$ cat src/rtl/fetch_pkg.sv
// Shared types and constants for the fetch-stage controller.
package fetch_pkg;

  typedef enum logic [1:0] {
    FS_IDLE,
    FS_REQ,
    FS_WAIT
  } fetch_state_t;

  localparam logic [63:0] PC_STEP = 64'd4;

endpackage

$ cat src/rtl/fetch_ctrl_if.sv
// Instruction-memory port between the fetch controller (master) and imem (slave).
interface fetch_ctrl_if #(
  parameter int INSTR_W = 32
);

  logic               imem_req;
  logic [63:0]        imem_addr_F;
  logic               imem_ready;
  logic               imem_rvalid;
  logic [INSTR_W-1:0] imem_rdata;

  modport master (
    output imem_req,
    output imem_addr_F,
    input  imem_ready,
    input  imem_rvalid,
    input  imem_rdata
  );

  modport slave (
    input  imem_req,
    input  imem_addr_F,
    output imem_ready,
    output imem_rvalid,
    output imem_rdata
  );

endinterface

$ cat src/rtl/fetch_ctrl_adder.sv
// Plain W-bit wrap-around adder shared by the PC datapath.
module fetch_ctrl_adder #(
  parameter int W = 64
) (
  input  logic [W-1:0] a,
  input  logic [W-1:0] b,
  output logic [W-1:0] y
);

  assign y = a + b;

endmodule

$ cat src/rtl/fetch_ctrl.sv
// Fetch-stage PC sequencer: one outstanding imem request, branch redirects with
// wrong-path response dropping, and a single-entry decode-facing output register.
module fetch_ctrl
  import fetch_pkg::*;
#(
  parameter logic [63:0] RESET_PC = 64'h0,
  parameter int          INSTR_W  = 32
) (
  input  logic               clk,
  input  logic               reset,
  input  logic               PCSrc_F,
  input  logic [63:0]        PCBranch_F,
  input  logic               stall_D,
  fetch_ctrl_if.master       imem,
  output logic               instr_valid_D,
  output logic [INSTR_W-1:0] instr_D,
  output logic [63:0]        pc_D
);

  fetch_state_t state;
  logic [63:0]  pc;
  logic [63:0]  req_pc;
  logic [63:0]  next_seq_pc;
  logic         drop;
  logic         slot_ok;

  fetch_ctrl_adder #(.W(64)) u_pc_adder (
    .a (req_pc),
    .b (PC_STEP),
    .y (next_seq_pc)
  );

  // Only issue when the output register will be free by the time the response lands.
  assign slot_ok          = ~instr_valid_D | ~stall_D;
  assign imem.imem_addr_F = pc;
  assign imem.imem_req    = (state == FS_REQ) & slot_ok & ~PCSrc_F;

  always_ff @(posedge clk or posedge reset) begin
    if (reset) begin
      state         <= FS_IDLE;
      pc            <= RESET_PC;
      req_pc        <= 64'd0;
      drop          <= 1'b0;
      instr_valid_D <= 1'b0;
      instr_D       <= '0;
      pc_D          <= 64'd0;
    end else begin
      if (instr_valid_D & ~stall_D)
        instr_valid_D <= 1'b0;

      case (state)
        FS_IDLE: begin
          state <= FS_REQ;
        end

        FS_REQ: begin
          if (PCSrc_F) begin
            pc            <= PCBranch_F;
            instr_valid_D <= 1'b0;
          end else if (imem.imem_req & imem.imem_ready) begin
            req_pc <= pc;
            state  <= FS_WAIT;
          end
        end

        FS_WAIT: begin
          // A redirect kills whatever is in flight; if it has not returned yet, drop it later.
          if (PCSrc_F) begin
            pc            <= PCBranch_F;
            instr_valid_D <= 1'b0;
            if (imem.imem_rvalid) begin
              drop  <= 1'b0;
              state <= FS_REQ;
            end else begin
              drop <= 1'b1;
            end
          end else if (imem.imem_rvalid) begin
            if (drop) begin
              drop <= 1'b0;
            end else begin
              instr_D       <= imem.imem_rdata;
              pc_D          <= req_pc;
              instr_valid_D <= 1'b1;
              pc            <= next_seq_pc;
            end
            state <= FS_REQ;
          end
        end

        default: begin
          state <= FS_IDLE;
        end
      endcase
    end
  end

endmodule

$ cat src/flat_wrapper.sv
// flat-port wrapper written by rule: the top's interface ports become plain ports
module fetch_ctrl_flat import fetch_pkg::*;
#(
  parameter logic [63:0] RESET_PC = 64'h0,
  parameter int          INSTR_W  = 32
)
  (clk, reset, PCSrc_F, PCBranch_F, stall_D, instr_valid_D, instr_D, pc_D, imem_imem_req, imem_imem_addr_F, imem_imem_ready, imem_imem_rvalid, imem_imem_rdata);
  fetch_ctrl_if #(.INSTR_W(INSTR_W)) imem_i ();
  input  logic clk;
  input  logic reset;
  input  logic PCSrc_F;
  input  logic [63:0] PCBranch_F;
  input  logic stall_D;
  output logic instr_valid_D;
  output logic [INSTR_W-1:0] instr_D;
  output logic [63:0] pc_D;
  output wire logic [$bits(imem_i.imem_req)-1:0] imem_imem_req;
  output wire logic [$bits(imem_i.imem_addr_F)-1:0] imem_imem_addr_F;
  input wire logic [$bits(imem_i.imem_ready)-1:0] imem_imem_ready;
  input wire logic [$bits(imem_i.imem_rvalid)-1:0] imem_imem_rvalid;
  input wire logic [$bits(imem_i.imem_rdata)-1:0] imem_imem_rdata;
  assign imem_imem_req = imem_i.imem_req;
  assign imem_imem_addr_F = imem_i.imem_addr_F;
  assign imem_i.imem_ready = imem_imem_ready;
  assign imem_i.imem_rvalid = imem_imem_rvalid;
  assign imem_i.imem_rdata = imem_imem_rdata;
  fetch_ctrl #(.RESET_PC(RESET_PC), .INSTR_W(INSTR_W)) u_core (.clk(clk), .reset(reset), .PCSrc_F(PCSrc_F), .PCBranch_F(PCBranch_F), .stall_D(stall_D), .imem(imem_i), .instr_valid_D(instr_valid_D), .instr_D(instr_D), .pc_D(pc_D));
endmodule
$ cat config.mk
export PLATFORM = sky130hd
export DESIGN_NAME = fetch_ctrl_flat
export DESIGN_NICKNAME = d
export VERILOG_FILES = /design/src/rtl/fetch_pkg.sv /design/src/rtl/fetch_ctrl_if.sv /design/src/rtl/fetch_ctrl_adder.sv /design/src/rtl/fetch_ctrl.sv /design/src/flat_wrapper.sv
export SDC_FILE = /design/constraint.sdc
export NUM_CORES = 1
export LEC_CHECK = 0
export CORE_MARGIN = 2
export CORE_UTILIZATION = 40
export DETAILED_ROUTE_END_ITERATION = 7
export PLACE_DENSITY = 0.68
export SETUP_SLACK_MARGIN = 0.3
export SYNTH_ARGS = -nofsm -noshare
export SYNTH_HDL_FRONTEND = slang
export SYNTH_SLANG_ARGS = --single-unit
$ cat constraint.sdc
create_clock -name clk -period 20.3 [get_ports clk]
set_clock_uncertainty 0.05 [all_clocks]
set_input_delay 6.09 -clock clk [delete_from_list [all_inputs] [get_ports clk]]
set_output_delay 6.09 -clock clk [all_outputs]
set_load 0.05 [all_outputs]
# Yosys cells after proc, flatten, opt, wreduce, memory -nomap -nowiden
# Cells that the tools add are included.
[op_classes]
n_addsub = 1
eq_ne = 8
reduce_logical = 8
n_bitwise = 9
mux = 18
[op_table]
columns = ["op", "count"]
rows = [
  ["$mux 64", 4],
  ["$pmux 64 s2", 1],
  ["$add 64x3->64 const B", 1],
  ["$mux 1", 8],
  ["$ne 2x2->1 const B", 4],
  ["$reduce_and 4->1", 2],
  ["$mux 2", 3],
  ["$ne 3x3->1 const B", 2],
  ["$pmux 2 s3", 1],
  ["$reduce_and 3->1", 2],
  ["$and 1x1->1", 4],
  ["$not 1->1", 4],
  ["$reduce_bool 2->1", 2],
  ["$eq 2x1->1 const B", 1],
  ["$eq 2x2->1 const B", 1],
  ["$logic_not 2->1", 1],
  ["$pmux 1 s2", 1],
  ["$reduce_and 2->1", 1],
  ["$or 1x1->1", 1],
]
[word_totals]
word_cells = 51
output_inout_bits = 162
register_bits = 228

# Depth between registers and ports, before layout
[logic_depth]
depth_word = 8
ltp_mapped = 9
mapped_depth_nobuf = 8

# By module
# From an unflattened synthesis, not the netlist that was laid out.
[unflattened]
hier_cells = 1118
hier_area_um2 = 13834.5
[by_module_without_submodules]
columns = ["mod", "seq_area_each_um2", "instances", "area_each_um2", "cells_per_inst"]
rows = [
  ["fetch_ctrl", 5705.5, 1, 10193.5, 581],
  ["fetch_ctrl_adder", 0.0, 1, 3641.0, 537],
]

# Worst setup path before layout
# Ideal clock, no wire load.
[synth_timing]
path_type = "input -> output"
start = "in PCSrc_F"
end = "out imem_imem_req"
t_required_ns = 14.160
n_path_buf = 0
cell_stages = 2
slack_ns = 7.127
arrival_ns = 7.033
path_cell_list = "nand2b_1 a21oi_1"
[synth_between]
elab_chain_cells = 2
[synth_rtl]
columns = ["element", "line_no", "text"]
rows = [
  ["start, declared", "flat_wrapper.sv:11", "input logic PCSrc_F;"],
  ["$not 1->1 (no line)", "-", ""],
  ["$and 1x1->1", "fetch_ctrl.sv:36", "assign imem.imem_req = (state == FS_REQ) & slot_ok & ~PCSrc_F;"],
  ["end, declared", "flat_wrapper.sv:17", "output wire logic [$bits(imem_i.imem_req)-1:0] imem_imem_req;"],
]
# No other way between the ends.

# Worst setup path after layout
# Ends and elaborated chain as after synthesis.

==> metrics.md <==
| Metric | Value |
|---|---|
| CTS Buffer Depth | 3 |
| GR Overflow Total | 0 |
| Post-CTS Setup Inserts | 0 |
| CP max stage delay | 0.88 ns |
| Max Cap Viol | 0 |
| Die W | 164 µm |
| Fin. max-slew vios | 0 |
| Power after layout | 2.63 mW |
| Final Instance Count excl. Fillers | 1484 |
| Die Area | 26900 µm² |
| Post-synth top area share | 55.7% |
| Detailed Place HPWL | 18700 µm |
| Post-Synthesis Cells | a little under 900 |
| Register Area | 5710 µm² |
| Area of the multi-input gates | 4360 µm² |
| Fillcell total | 2161 |
| First-pass GRT wire length | 44700 µm |
| Setup TNS after final layout | 0 ns |
| Synth unique cells | 40 |
| Pwr dens | roughly 190 nW/µm² |
| Synth-to-Final Area Change | 37.8% |
| Register area share after synthesis | 55.7% |
| Number of flops mapped to enable cells by yosys | 0 |
| Unrepaired setup endpoints after global routing | no |
| Worst-path clk slew | roughly 0.05 ns |
| Wirelength per Cell | 19.1 µm |
| YS warnings | 0 |
| Hold Crit Depth | 2 |
| Setup Crit Path Kind | input port to output pin |
| Arr. time, crit path | 8.02 ns |
| Minimum clock period | ~14 ns |
| Antenna-violating nets left | 0 |
| Post-Syn Area | 10300 µm² |
| CP bufs+invs | 2 |
| Worst vdd ir | a little under 0.1 mV |
| Max-Slew Margin vs Limit | 27.6% |
| Period utilisation layout | 69.8% |
| Status | complete, no violations |
| #FFs+latches synth | 228 |
| TritonCTS Sinks | 228 |
| Placer Congestion | 0.786 |
| Initial DRC count | 436 |
| Wire length on met3 | 1550 µm |
| Port buffer count | around 260 |
| Vias in the first global route | 7895 |
| Vias | about 7.7k |
| TritonCTS clock tree | built |
| Worst-Skew Late Latency | 0.52 ns |
| Root Driver | clkbuf_16 |
| Initial Util | approximately two fifths |
| Core area | ~25000 µm² |
| Worst-path fanout max | 6 |
| Main synth FF type | dfrtp_1 |
| DRC Markers | 0 |
| Tightest Pin Transition | 1.09 ns |
| CP top delay family | buffers and inverters |
| Pin count of the biggest net entering global routing | 85 |
| Die Height | ~160 µm |
| R2R cell count | 6 |
| Max Fclk | 70.6 MHz |
| Leak | 5.88 nW |
| Crit. End Element | output pin |
| # setup viols final | 0 |
| Worst Path Required | 14.16 ns |
| Final Hold Fails | 0 |
| Fraction of layout cells with a size suffix above 1 | 20.3% |
| Cell mode on critical path | clkdlybuf4s50_1 |
| WP depth | 4 |
| Num CTS Buffers | 26 |
| Min Hold Slack | roughly 0.45 ns |
| Dpl cells | 1435 |
| H-tree levels | 1 |
| Mapped Avg Cell Area | between 10 and 15 µm² |
| First-pass DRT Iterations | 5 |
| Post_cts resized | 0 |
| DR top layer | met4 |
| Critical path's slowest cell | clkdlybuf4s50_1 |
| Most area-consuming cells after synthesis | dfrtp_1, mux2_2, xnor2_1 |
| Final wirelength | 28400 µm |
| Worst-path cell chain | clkdlybuf4s50_1, nand2b_1, a21oi_1, clkdlybuf4s50_1 |
| Final Util | 56.1% |
| Io pins | 264 |
| Met2 wire len | around 13000 µm |
| Fin nets | 1240 |
| Syn_nets | 988 |
| Vias per inst | just over 5 |
| Row cnt | 58 |
| Worst hold path type | register to register |
| Antenna violations before repair | 0 |
| Post-synth top area cell | dfrtp_1 |
| FFs w/ async S/R, synth | 100% |
| Met1 WL | ~13000 µm |
| Setup crit start kind | input port |
| CTS Hold Bufs | 0 |
| Overall Global Routing Usage | 21.1% |
[where the power goes]
group	total (mW)	internal, mW	switching, mW
logic	1.29	0.481	0.811
clock network	0.475	0.292	0.183
registers	0.862	0.665	0.197
total	2.63	1.44	1.19
[sequential cells by signal (all words and copies together) (netlist names)]
| signal | flops |
|---|---|
| u_core.drop | 1 |
| u_core.imem.imem_addr_F | 64 |
| u_core.instr_D | 32 |
| u_core.instr_valid_D | 1 |
| u_core.pc_D | 64 |
| u_core.req_pc | 64 |
| u_core.state | 2 |
[path summary, 6_finish.rpt]
kind | from | end | slack, ns
max in group asynchronous | reset | u_core.instr_D[23] | 12.78
max | PCSrc_F | imem_imem_req | 6.14
min reg2reg | u_core.imem.imem_addr_F[4] | u_core.imem.imem_addr_F[4] | 0.45
min in group asynchronous | reset | u_core.pc_D[21] | 6.01
min | u_core.imem.imem_addr_F[4] | u_core.imem.imem_addr_F[4] | 0.45
max reg2reg | u_core.state[0] | u_core.pc_D[53] | 17.10
[worst min-delay path: stages (launching register included)]
cell     delay (ns)
dfrtp_1        0.36
nand2_1        0.05
o21ai_0        0.06
[Yosys cell counts, types with 3 or more instances]
cell type,number
a21oi_1,42
a31oi_1,4
and3_1,19
and3_2,4
and4_1,3
buf_2,7
clkbuf_1,42
dfrtp_1,228
ha_1,5
inv_1,10
mux2_2,160
mux2i_1,4
nand2_1,64
nand2b_1,3
nand3_1,40
nand4_1,18
nor2_1,56
nor3_1,12
nor4_1,7
o211ai_1,9
o21ai_0,48
o21ai_1,3
o22ai_1,16
xnor2_1,35
xor2_1,24
[stage by stage]
step	worst slack, ns	area (µm²)
after floorplan	7.13	10300
after global placement	6.19	13200
after detailed placement	6.16	13200
after CTS	6.15	14100
after global routing	6.03	14100
final	6.14	14100
[logic make-up after synthesis]
kind of cell             after synthesis  share of synthesized area, %
AND/OR/NAND/NOR                      239                          11.7
XOR/XNOR                              59                          5.04
AO/OA/AOI/OAI                        126                          6.74
adder cells (fa/ha/maj)                5                         0.610
flip-flops                           228                          55.7
buffers and inverters                 60                          2.28
multiplexers                         164                          18.0
[metal layers]
layer | track usage, % | vias to the layer above
li1 | - | 3632
met1 | 30.1 | 3815
met2 | 34.0 | 223
met3 | 2.80 | 35
met4 | 5.26 | 0
met5 | 0 | -
[cells in the final DEF (no fill, tap or decap), types with 5 or more instances in the layout]
master,count
a21oi_1,42
and3_1,19
buf_4,11
clkbuf_1,5
clkbuf_16,27
clkbuf_8,10
clkdlybuf4s50_1,263
dfrtp_1,228
ha_1,5
inv_1,9
mux2_2,160
nand2_1,63
nand3_1,40
nand4_1,18
nor2_1,55
nor3_1,10
nor4_1,7
o211ai_1,9
o21ai_0,48
o22ai_1,15
xnor2_1,35
xor2_1,24
[final cells by class]
class | count | area share (%)
Clock inverter | 6 | 0.416
Sequential cell | 228 | 40.4
Tap cell | 330 | 2.92
Multi-Input combinational cell | 593 | 30.8
Inverter | 10 | 0.319
Timing Repair Buffer | 274 | 19.2
Clock buffer | 42 | 5.89
Antenna cell | 1 | 0.0177
Power figures use the tool's default switching activity.
